`config.mk`:
```
export PLATFORM = sky130hd
export DESIGN_NAME = stack_ctrl
export DESIGN_NICKNAME = d
export VERILOG_FILES = /design/src/rtl/stack_ctrl.sv
export SDC_FILE = /design/constraint.sdc
export NUM_CORES = 1
export LEC_CHECK = 0
export ABC_AREA = 1
export CORE_MARGIN = 4
export CORE_UTILIZATION = 50
export DETAILED_ROUTE_END_ITERATION = 7
export PLACE_DENSITY = 0.89
export SYNTH_ARGS = -nofsm -noshare
export SYNTH_HDL_FRONTEND = slang
export SYNTH_SLANG_ARGS = --single-unit
```
`constraint.sdc`:
```
create_clock -name Clk -period 5.5 [get_ports Clk]
set_input_delay 0.55 -clock Clk [delete_from_list [all_inputs] [get_ports Clk]]
set_output_delay 0.55 -clock Clk [all_outputs]
set_load 0.02 [all_outputs]
```
`src/rtl/stack_ctrl.sv`:
```
// rtl/stack_ctrl.sv - data-stack sequencer between Forth decode and the stack RAM block
//
// Purpose:
//   Accepts one stack primitive at a time on a valid/ready handshake. It
//   expands each primitive into one or two write cycles on the stack block's
//   TWrite/NWrite/WData/Offset controls. It tracks stack depth and squashes
//   any operation that would underflow or overflow, or that has an illegal
//   opcode. Each such event sets a sticky error flag.
//
// Ports:
//   Clk, Rst           clock; synchronous active-high reset (shared with stack block)
//   OpValid/OpReady    operation handshake from decode
//   Op[3:0]            0 NOP 1 PUSH 2 DROP 3 DUP 4 SWAP 5 OVER 6 ADD 7 SUB, 8-15 illegal
//   OpData[15:0]       PUSH literal
//   Done               one-cycle pulse in the final cycle of every accepted op
//   Depth[7:0]         current number of stack entries
//   ErrUnder/ErrOver/ErrIllegal  sticky error flags, cleared by ErrClr
//   TWrite, NWrite     stack write strobes (top+Offset, top+Offset-1)
//   WData[15:0]        stack write data
//   Offset[7:0]        signed stack pointer delta, applied by the stack every edge
//   T, N [15:0]        combinational top/next from the stack block

module stack_ctrl (
    input  logic        Clk,
    input  logic        Rst,
    input  logic        OpValid,
    input  logic [3:0]  Op,
    input  logic [15:0] OpData,
    output logic        OpReady,
    output logic        Done,
    output logic [7:0]  Depth,
    output logic        ErrUnder,
    output logic        ErrOver,
    output logic        ErrIllegal,
    input  logic        ErrClr,
    output logic        TWrite,
    output logic        NWrite,
    output logic [15:0] WData,
    output logic [7:0]  Offset,
    input  logic [15:0] T,
    input  logic [15:0] N
);

    localparam logic [3:0] OP_NOP  = 4'd0;
    localparam logic [3:0] OP_PUSH = 4'd1;
    localparam logic [3:0] OP_DROP = 4'd2;
    localparam logic [3:0] OP_DUP  = 4'd3;
    localparam logic [3:0] OP_SWAP = 4'd4;
    localparam logic [3:0] OP_OVER = 4'd5;
    localparam logic [3:0] OP_ADD  = 4'd6;
    localparam logic [3:0] OP_SUB  = 4'd7;

    localparam logic [7:0] OFS_ZERO = 8'h00;
    localparam logic [7:0] OFS_INC  = 8'h01;
    localparam logic [7:0] OFS_DEC  = 8'hFF;

    typedef enum logic [1:0] {
        S_IDLE  = 2'd0,
        S_EXEC  = 2'd1,
        S_SWAP2 = 2'd2
    } state_t;

    state_t      state_q, state_d;
    logic [3:0]  op_q, op_d;
    logic [15:0] data_q, data_d;
    logic [15:0] save_q, save_d;
    logic [7:0]  depth_q, depth_d;
    logic        err_under_q, err_under_d;
    logic        err_over_q, err_over_d;
    logic        err_ill_q, err_ill_d;

    logic        op_ready;
    logic        done;
    logic        t_write;
    logic        n_write;
    logic [15:0] w_data;
    logic [7:0]  offset;

    // Guard decode for the registered op
    logic [1:0]  req_depth;
    logic        grows;
    logic        shrinks;
    logic        is_illegal;
    logic        is_under;
    logic        is_over;
    logic        guard_fail;

    always_comb begin
        req_depth = 2'd0;
        grows     = 1'b0;
        shrinks   = 1'b0;
        case (op_q)
            OP_PUSH: grows = 1'b1;
            OP_DROP: begin req_depth = 2'd1; shrinks = 1'b1; end
            OP_DUP:  begin req_depth = 2'd1; grows   = 1'b1; end
            OP_SWAP: req_depth = 2'd2;
            OP_OVER: begin req_depth = 2'd2; grows   = 1'b1; end
            OP_ADD:  begin req_depth = 2'd2; shrinks = 1'b1; end
            OP_SUB:  begin req_depth = 2'd2; shrinks = 1'b1; end
            default: ;
        endcase
        is_illegal = op_q[3];
        is_under   = depth_q < {6'd0, req_depth};
        // Only +1 ops can overflow; depth is capped at 255.
        is_over    = grows && (depth_q == 8'hFF);
        guard_fail = is_illegal || is_under || is_over;
    end

    // Next-state and stack control outputs
    always_comb begin
        state_d  = state_q;
        op_d     = op_q;
        data_d   = data_q;
        save_d   = save_q;
        depth_d  = depth_q;
        op_ready = 1'b0;
        done     = 1'b0;
        t_write  = 1'b0;
        n_write  = 1'b0;
        w_data   = 16'h0000;
        offset   = OFS_ZERO;

        case (state_q)
            S_IDLE: begin
                op_ready = 1'b1;
                if (OpValid) begin
                    op_d    = Op;
                    data_d  = OpData;
                    state_d = S_EXEC;
                end
            end

            S_EXEC: begin
                done    = 1'b1;
                state_d = S_IDLE;
                // A squashed op leaves all stack controls at their idle values.
                if (!guard_fail) begin
                    case (op_q)
                        OP_PUSH: begin
                            t_write = 1'b1;
                            w_data  = data_q;
                            offset  = OFS_INC;
                        end
                        OP_DROP: begin
                            offset  = OFS_DEC;
                        end
                        OP_DUP: begin
                            t_write = 1'b1;
                            w_data  = T;
                            offset  = OFS_INC;
                        end
                        OP_OVER: begin
                            t_write = 1'b1;
                            w_data  = N;
                            offset  = OFS_INC;
                        end
                        OP_ADD: begin
                            t_write = 1'b1;
                            w_data  = N + T;
                            offset  = OFS_DEC;
                        end
                        OP_SUB: begin
                            t_write = 1'b1;
                            w_data  = N - T;
                            offset  = OFS_DEC;
                        end
                        OP_SWAP: begin
                            // Old T is kept so the second cycle can write it into N.
                            t_write = 1'b1;
                            w_data  = N;
                            save_d  = T;
                            done    = 1'b0;
                            state_d = S_SWAP2;
                        end
                        default: ;
                    endcase
                    if (grows) begin
                        depth_d = depth_q + 8'd1;
                    end else if (shrinks) begin
                        depth_d = depth_q - 8'd1;
                    end
                end
            end

            S_SWAP2: begin
                n_write = 1'b1;
                w_data  = save_q;
                done    = 1'b1;
                state_d = S_IDLE;
            end

            default: state_d = S_IDLE;
        endcase
    end

    // Sticky error flags: a new error in the same cycle as ErrClr wins.
    always_comb begin
        err_under_d = (err_under_q & ~ErrClr) | ((state_q == S_EXEC) & is_under);
        err_over_d  = (err_over_q  & ~ErrClr) | ((state_q == S_EXEC) & is_over);
        err_ill_d   = (err_ill_q   & ~ErrClr) | ((state_q == S_EXEC) & is_illegal);
    end

    always_ff @(posedge Clk) begin
        if (Rst) begin
            state_q     <= S_IDLE;
            op_q        <= OP_NOP;
            data_q      <= 16'h0000;
            save_q      <= 16'h0000;
            depth_q     <= 8'd0;
            err_under_q <= 1'b0;
            err_over_q  <= 1'b0;
            err_ill_q   <= 1'b0;
        end else begin
            state_q     <= state_d;
            op_q        <= op_d;
            data_q      <= data_d;
            save_q      <= save_d;
            depth_q     <= depth_d;
            err_under_q <= err_under_d;
            err_over_q  <= err_over_d;
            err_ill_q   <= err_ill_d;
        end
    end

    assign OpReady    = op_ready;
    assign Done       = done;
    assign Depth      = depth_q;
    assign ErrUnder   = err_under_q;
    assign ErrOver    = err_over_q;
    assign ErrIllegal = err_ill_q;
    assign TWrite     = t_write;
    assign NWrite     = n_write;
    assign WData      = w_data;
    assign Offset     = offset;

endmodule

```
## After elaboration in Yosys (flattened, before gate mapping)

Cells that the tools add are included.

- Output and inout port bits: 39
- Register bits: 49

- Multiplexer cells: 23
- $add $sub $neg: 4
- Bitwise logic cells: 11
- Reduce and logical (&&, ||, !) cells: 14
- Order comparisons: 1
- Equal/unequal tests: 11

Operator list:

| operator | count |
|---|---|
| 16-bit case mux with 5 select lines | 1 |
| 8-bit two-way mux | 4 |
| 16-bit case mux with 2 select lines | 1 |
| 16-bit adder | 1 |
| 4-bit by 3-bit == test with 1-bit output (second input constant) | 4 |
| 16-bit two-way mux | 1 |
| 8-bit case mux with 2 select lines | 1 |
| 16-bit subtractor | 1 |
| 1-bit two-way mux | 9 |
| 8-bit by 1-bit adder with 8-bit output (second input constant) | 1 |
| 4-bit by 2-bit == test with 1-bit output (second input constant) | 2 |
| 8-bit == test (second input constant) | 1 |
| 8-bit by 2-bit < comparator with 1-bit output | 1 |
| 2-bit case mux with 2 select lines | 2 |
| 8-bit by 1-bit subtractor with 8-bit output (second input constant) | 1 |
| 1-bit bitwise AND | 6 |
| 2-bit two-way mux | 3 |
| 3-bit AND reduction | 2 |
| 3-bit OR reduction | 2 |
| 6-bit OR reduction | 1 |
| 4-bit by 1-bit == test with 1-bit output (second input constant) | 1 |
| 2-bit OR reduction | 2 |
| 4-bit OR reduction | 1 |
| 1-bit bitwise OR | 3 |
| 10 further kinds | 12 |

## Depth between registers and ports, before layout

Gate-level depths: netlist (run 1).

- Word-level depth: 8
- Mapped depth: 22
- Depth with buffers taken out: 22

## Least setup slack after synthesis (run 1)

OpenSTA, ideal clock, no wires.

- Path type: in2out
- Start: input T[1]
- End: output WData[13]
- Data arrival time: 2943 ps
- Required time: 4950 ps
- Path slack: 2007 ps
- Buffers on the path: 0
- Cell stages on the path: 21
- Cell sequence: inv_1 > ha_1 > inv_1 > nor3_1 > nand2_1 > nor3_1 > nand2_1 > nand2_1 > nand2_1 > xor2_1 > ha_1 > nand2_1 > nand2_1 > o21bai_1 > a21oi_1 > nand2_1 > nand2_1 > nand3_1 > nand2_1 > nand2_1 > a21oi_1

- Longest elaborated chain between the ends: 4

Ends and longest elaborated chain:

| element | line | text |
|---|---|---|
| from (decl) | 40 | `input logic [15:0] T,` |
| 16-bit subtractor / 16-bit adder (equally long branches) | 164, 159 |  |
| 16-bit case mux with 5 select lines (*) | 138 | `case (op_q)` |
| 16-bit two-way mux (*) | 137 | `if (!guard_fail) begin` |
| 16-bit case mux with 2 select lines (*) | 123 | `case (state_q)` |
| to (decl) | 38 | `output logic [15:0] WData,` |

Mark *: on every way between the ends. The rest lies on a longest branch, timed or not.

## Worst setup path after layout (run 1)

- Start: input T[1]
- End: output WData[15]

The elaborated chain is that of the path after synthesis.

==> results of run 1 <==
[stage by stage]
step                worst slack, ns  total power [mW]
floorplan                      2.01             0.654
global placement              0.677             0.776
detailed placement            0.698             0.785
CTS                           0.673              1.06
global route                  0.260              1.12
finish                        0.581              1.06
[cell type report]
class                           instances  area [um2]  area share, %
Clock buffer                            6        82.6           1.64
Multi-Input combinational cell        500        2650           52.5
Tap cell                              102         128           2.53
Inverter                               59         224           4.44
Clock inverter                          2        37.5          0.743
Sequential cell                        49         981           19.4
Timing Repair Buffer                   95         948           18.8
[worst max-delay path, delay by kind of cell]
| kind | cells | cell delay (ns) |
|---|---|---|
| AND/OR/NAND/NOR | 11 | 1.43 |
| buffers and inverters | 4 | 1.27 |
| adder cells (fa/ha/maj) | 2 | 0.53 |
| AO/OA/AOI/OAI | 3 | 0.46 |
| XOR/XNOR | 1 | 0.14 |
[final timing paths]
| check | to | startpoint | slack [ns] |
|---|---|---|---|
| max reg2reg | Depth[6] | op_q[3] | 2.67 |
| min reg2reg | ErrUnder | ErrUnder | 0.47 |
| min | ErrUnder | ErrUnder | 0.47 |
| max | WData[15] | T[1] | 0.58 |
[power by group]
part / internal [mW] / switching, mW / total (mW)
sequential: 0.378 / 0.0211 / 0.399
clock: 0.148 / 0.128 / 0.276
combinational: 0.151 / 0.236 / 0.387
total: 0.677 / 0.386 / 1.06
[placed cells by master, fill, tap and decap left out, types with 14 or more instances in the layout]
master           count
o21ai_0             64
nand3_1             29
dfxtp_1             49
a21oi_1             61
ha_1                26
clkdlybuf4s50_1     94
nand2_1            143
xor2_1              14
inv_1               51
nor2_1              97
[flip-flops by register name, indices dropped and copies added (netlist names)]
signal / cells
save_q: 16
ErrIllegal: 1
data_q: 16
ErrUnder: 1
op_q: 4
state_q: 2
Depth: 8
ErrOver: 1
[cells by family (layout without fill, tap and decap cells)]
group | after synthesis | count (layout) | synth area share, %
AO/OA/AOI/OAI | 145 | 145 | 19.7
buffers and inverters | 85 | 162 | 9.26
XOR/XNOR | 20 | 20 | 4.38
flip-flops | 49 | 49 | 24.5
adder cells (fa/ha/maj) | 28 | 28 | 9.13
AND/OR/NAND/NOR | 307 | 307 | 33.0
[Yosys cell counts, types with 2 or more instances]
cell	number
a21oi_1	61
a221oi_1	5
a22o_1	4
buf_1	2
buf_2	6
buf_4	9
clkbuf_1	8
dfxtp_1	49
fa_1	2
ha_1	26
inv_1	51
inv_2	6
nand2_1	143
nand2_2	3
nand3_1	29
nand3_4	2
nand3b_1	4
nand4_1	8
nor2_1	97
nor2_2	4
nor3_1	7
nor4_1	2
o211ai_1	2
o21ai_0	64
or2_2	4
xnor2_1	6
xor2_1	14
[routing by layer]
layer | GRT usage [%] | up-vias
li1 | - | 2247
met1 | 35.2 | 2068
met2 | 48.6 | 206
met3 | 5.74 | 26
met4 | 7.03 | 0
met5 | 0 | -
==> out/metrics.cfg, run 1 <==
[outcome]
status = completed

[global_routing]
grt_max_degree = 46
grt_pass1_wl_um = 21600
grt-ovfl-total = 0
first_global_vias = 4339
antenna_found_initial = 0
grtUsageTotal_pct = 27.9

[placed_design]
hpwlAfterDp_um = 10600
placedCellCount = 805
port_buffers = 94
placed_cell_area_um2 = 4930
place_congestion = 0.939

[timing]
setup_tns_ns = 0
fmax_ghz = 0.203
setup_viol = 0
min_period_ns = 4.92
finalCritPeriodShare_pct = 89.4
finalHoldViolCount = 0
grt_setup_unrepaired = false
max-slew-margin-rel_pct = 25.7
fin_worst_skew_ns = 0.00594
hold_slack_ns = 0.474
worst_pin_slew_ns = 1.11
slew_violations = 0

[yosys]
avgSynthCellArea_um2 = 6.31
seq_area_frac_synth_pct = 24.5
yosys.cell_types.count = 43
syn_inst = 634
synth.area.top_cells = dfxtp_1 25%, nand2_1 13%, nor2_1 9.1%
yosysWarnings = 0
synth_area_um2 = 4000
synth_edf_count = 0
ys_seq_elements = 49
synthFlopType = dfxtp_1
syn_nets = 718
ys_async_sr_fraction_pct = 0
synth_top_area_share_pct = 24.5
yosys.area.top_type = dfxtp_1

[route]
wirelength_um = 13600
wl_met2_um = 6670
vias = 4547
detail-route-antenna-nets = 0
wl_met1_um = 5730
routedWlPerCell_um = 16.8
first_iter_violations = 263
firstDrtPassIters = 8
routed.top_layer = met4
wl_met3_um = 1020
via_per_inst = 5.59
route.detailed.drc = 0

[floorplanning]
fp.coreArea_um2 = 7770
die_x_um = 97.4
die_h_um = 97.4
die_area_um2 = 9500
io_pins = 95
initial_core_util_pct = 51.5
rows = 32

[final_layout]
layout.nets = 794
area_growth_pct = 26.2
final_util_pct = 65.0
drive_gt1_share_pct = 4.50
num_antenna_cells = 0
fillCellCount = 730
design_area_um2 = 5050
fin_cells = 813

[power]
leakage_nw = 2.13
peakVddDrop_v = 0.000187
p_per_area_nw_per_um2 = 210

[clock_network]
cts_setup_buffers = 0
hold_buffers = 0
clockBufferDepth = 2
cts.clk_slew.worst_paths_ns = 0.10
clk_latency_ns = 0.31
numCtsBuffers = 5
clock_sinks = 49
cts_max_level = 2
cts_tree = built
cts_resized = 0
cts_root_buffer = clkbuf_8

[critical_path]
reg2regPathDepth = 13
cp_slowest_cell = clkdlybuf4s50_1
crit_chain = clkdlybuf4s50_1, inv_1, ha_1, inv_1, nor3_1, nand2_1, nor3_1, nand2_1, nand2_1, o21ai_0, xnor2_1, ha_1, nand2_1, nor3_1, a21oi_1, nand3_1, nand3_1, nand2_1, nand2_1, a21oi_1, clkdlybuf4s50_1
slowest_delay_ns = 0.65
crit_required_ns = 4.95
critPathKind = in2out
start_kind = input port
crit_path_end_kind = output port
cp_common_cell = nand2_1
cp_max_fo = 4
worstPathArrival_ns = 4.37

[run]
max_cap_violations = 0

[min_path]
min_delay_path_depth = 2
hp-class = reg2reg

Power figures use the tool's default switching activity.
==> run 2, diff against run 1 <==
--- a/config.mk
+++ b/config.mk
@@ -7,9 +7,9 @@
 export LEC_CHECK = 0
 export ABC_AREA = 1
 export CORE_MARGIN = 4
-export CORE_UTILIZATION = 50
+export CORE_UTILIZATION = 46
 export DETAILED_ROUTE_END_ITERATION = 7
-export PLACE_DENSITY = 0.89
+export PLACE_DENSITY = 0.87
 export SYNTH_ARGS = -nofsm -noshare
 export SYNTH_HDL_FRONTEND = slang
 export SYNTH_SLANG_ARGS = --single-unit
==> constraint.sdc (replaced) <==
create_clock -name Clk -period 4.1 [get_ports Clk]
set_input_delay 0.41 -clock Clk [delete_from_list [all_inputs] [get_ports Clk]]
set_output_delay 0.41 -clock Clk [all_outputs]
set_load 0.02 [all_outputs]
==> out/metrics.cfg, run 2 (synthesis results as in run 1) <==
[final_layout]
layout_common_cells = 140 x nand2_1, 97 x nor2_1, 84 x clkdlybuf4s50_1, 63 x o21ai_0, 58 x a21oi_1  ; was 143 x nand2_1, 97 x nor2_1, 94 x clkdlybuf4s50_1, 64 x o21ai_0, 61 x a21oi_1
area_growth_pct = 33.0  ; was 26.2%
final_common_cell = nand2_1  ; unchanged
fillCellCount = 777  ; was 730
final_util_pct = 63.8  ; was 65.0%
drive_gt1_share_pct = 11.7  ; was 4.50%
num_antenna_cells = 0  ; unchanged
layout.nets = 833  ; was 794
fin_cells = 854  ; was 813

[critical_path]
crit_required_ns = 3.69  ; was 4.95 ns
cp_slowest_cell = clkdlybuf4s50_1  ; unchanged
start_kind = flop  ; was input port
worstPathArrival_ns = 3.52  ; was 4.37 ns
crit_chain = inv_2, nor2_2, nand2_2, inv_2, o21ai_0, fa_1, buf_4, or2_2, a32o_1, o21ai_0, a21oi_1, clkdlybuf4s50_1  ; was clkdlybuf4s50_1, inv_1, ha_1, inv_1, nor3_1, nand2_1, nor3_1, nand2_1, nand2_1, o21ai_0, xnor2_1, ha_1, nand2_1, nor3_1, a21oi_1, nand3_1, nand3_1, nand2_1, nand2_1, a21oi_1, clkdlybuf4s50_1
critPathKind = reg2out  ; was in2out
cp_max_fo = 7  ; was 4
crit_path_end_kind = output port  ; unchanged
slowest_delay_ns = 0.58  ; was 0.65 ns
critical-path-top-delay-family = buffers and inverters  ; was simple AND/OR/NAND/NOR gates
crit_buf_inv = 4  ; unchanged

[timing]
slew_violations = 0  ; unchanged
finalHoldViolCount = 0  ; unchanged
grt_setup_unrepaired = true  ; was false
fin_worst_skew_ns = 0.0113  ; was 0.00594 ns
min_period_ns = 3.93
setup_tns_ns = 0  ; unchanged
max-slew-margin-rel_pct = 20.3  ; was 25.7%
worst_pin_slew_ns = 1.19  ; was 1.11 ns
fmax_ghz = 0.254
finalCritPeriodShare_pct = 96.0
setup_viol = 0  ; unchanged

[placed_design]
hpwlAfterDp_um = 10900  ; was 10600 um
port_buffers = 94  ; unchanged
place_congestion = 1.07  ; was 0.939
placedCellCount = 847  ; was 805

[clock_network]
cts_tree = built  ; unchanged
clk_latency_ns = 0.31  ; about the same
numCtsBuffers = 5  ; unchanged
cts.clk_slew.worst_paths_ns = 0.10  ; about the same
clockBufferDepth = 2  ; unchanged
cts_max_level = 2  ; unchanged
hold_buffers = 0  ; unchanged
cts_root_buffer = clkbuf_8  ; unchanged
cts_setup_buffers = 0  ; unchanged
clock_sinks = 49  ; unchanged

[global_routing]
grt_max_degree = 46  ; unchanged
first_global_vias = 4505  ; was 4339
grt-ovfl-total = 0  ; unchanged
grtUsageTotal_pct = 27.2  ; was 27.9%
grt_busiest_layer = met2  ; unchanged
met3_usage_pct = 5.30  ; was 5.74%
use_met2_pct = 45.3  ; was 48.6%
use_met1_pct = 35.5  ; was 35.2%
grt_pass1_wl_um = 22300  ; was 21600 um
antenna_found_initial = 0  ; unchanged

[power]
leakage_nw = 2.36  ; was 2.13 nW
p_per_area_nw_per_um2 = 263  ; was 210 nW/um2
peakVddDrop_v = 0.000160  ; was 0.000187 V
total_power_mw = 1.40  ; was 1.06 mW

[floorplanning]
die_area_um2 = 10300  ; was 9500 um2
die_x_um = 101  ; was 97.4 um
io_pins = 95  ; unchanged
initial_core_util_pct = 48.0  ; was 51.5%
die_h_um = 101  ; was 97.4 um
fp.coreArea_um2 = 8340  ; was 7770 um2
rows = 33  ; was 32

[route]
first_iter_violations = 380  ; was 263
detail-route-antenna-nets = 0  ; unchanged
firstDrtPassIters = 7  ; was 8
wirelength_um = 14100  ; was 13600 um
via_per_inst = 5.59  ; about the same
vias = 4773  ; was 4547
route.detailed.drc = 0  ; unchanged
routedWlPerCell_um = 16.5  ; was 16.8 um

[outcome]
status = completed  ; unchanged

[run]
max_cap_violations = 0  ; unchanged

[min_path]
hp-class = reg2reg  ; unchanged

## run 2: where the power goes
| group | switching, mW | internal [mW] | leakage (nW) |
|---|---|---|---|
| Clock | 0.181 | 0.118 | 0.0402 |
| Combinational | 0.330 | 0.240 | 1.91 |
| Sequential | 0.0259 | 0.507 | 0.400 |
## run 2: path summary, 6_finish.rpt
kind                                start   endpoint  slack [ns]  cells past startpoint
worst max-delay path              op_q[2]   WData[2]        0.17                     12
worst min register to register  data_q[8]  data_q[8]        0.47                      2
worst min-delay path            data_q[8]  data_q[8]        0.47                      2
worst max register to register    op_q[3]   Depth[7]        1.32                     15
## run 2: stage by stage
step           hold WS (ns)  setup WS (ns)  area (um2)
6_report              0.470          0.165        5320
5_1_grt               0.493       -0.00896        5320
4_1_cts               0.470         0.0193        5310
3_5_place_dp          0.455         -0.255        5230
3_3_place_gp          0.448         -0.155        5230
2_1_floorplan         0.430          0.887        4000
## run 2: area by class of cell
| type | instances | area [um2] | area share (%) |
|---|---|---|---|
| clock buffer | 5 | 68.8 | 1.29 |
| clock inverter | 2 | 16.3 | 0.306 |
| inverter | 59 | 224 | 4.21 |
| multi-input combinational | 500 | 2680 | 50.4 |
| sequential | 49 | 981 | 18.4 |
| tap | 105 | 131 | 2.47 |
| timing repair buffer | 134 | 1210 | 22.8 |
## run 2: timing repair
| item | in CTS | in global routing |
|---|---|---|
| setup endpoints to repair | 8 | 12 |
| gates resized for setup | 10 | 30 |
| pin swaps | 0 | 0 |
## run 2: per-layer routing
| metal | up-vias | wire length (um) | part of all wire [%] |
|---|---|---|---|
| met5 | - | 0 | 0 |
| li1 | 2321 | - | - |
| met2 | 272 | 6480 | 46 |
| met1 | 2138 | 5750 | 41 |
| met3 | 42 | 1490 | 11 |
| met4 | 0 | 413 | 2.9 |
## run 2: worst reg2reg max path: cells and delay by family, from the launching register on
family                   cells  cell delay [ns]
flip-flops                   1             0.38
buffers and inverters        2             0.29
AND/OR/NAND/NOR              8             1.07
AO/OA/AOI/OAI                3             0.46
XOR/XNOR                     1             0.16
adder cells (fa/ha/maj)      1             0.38
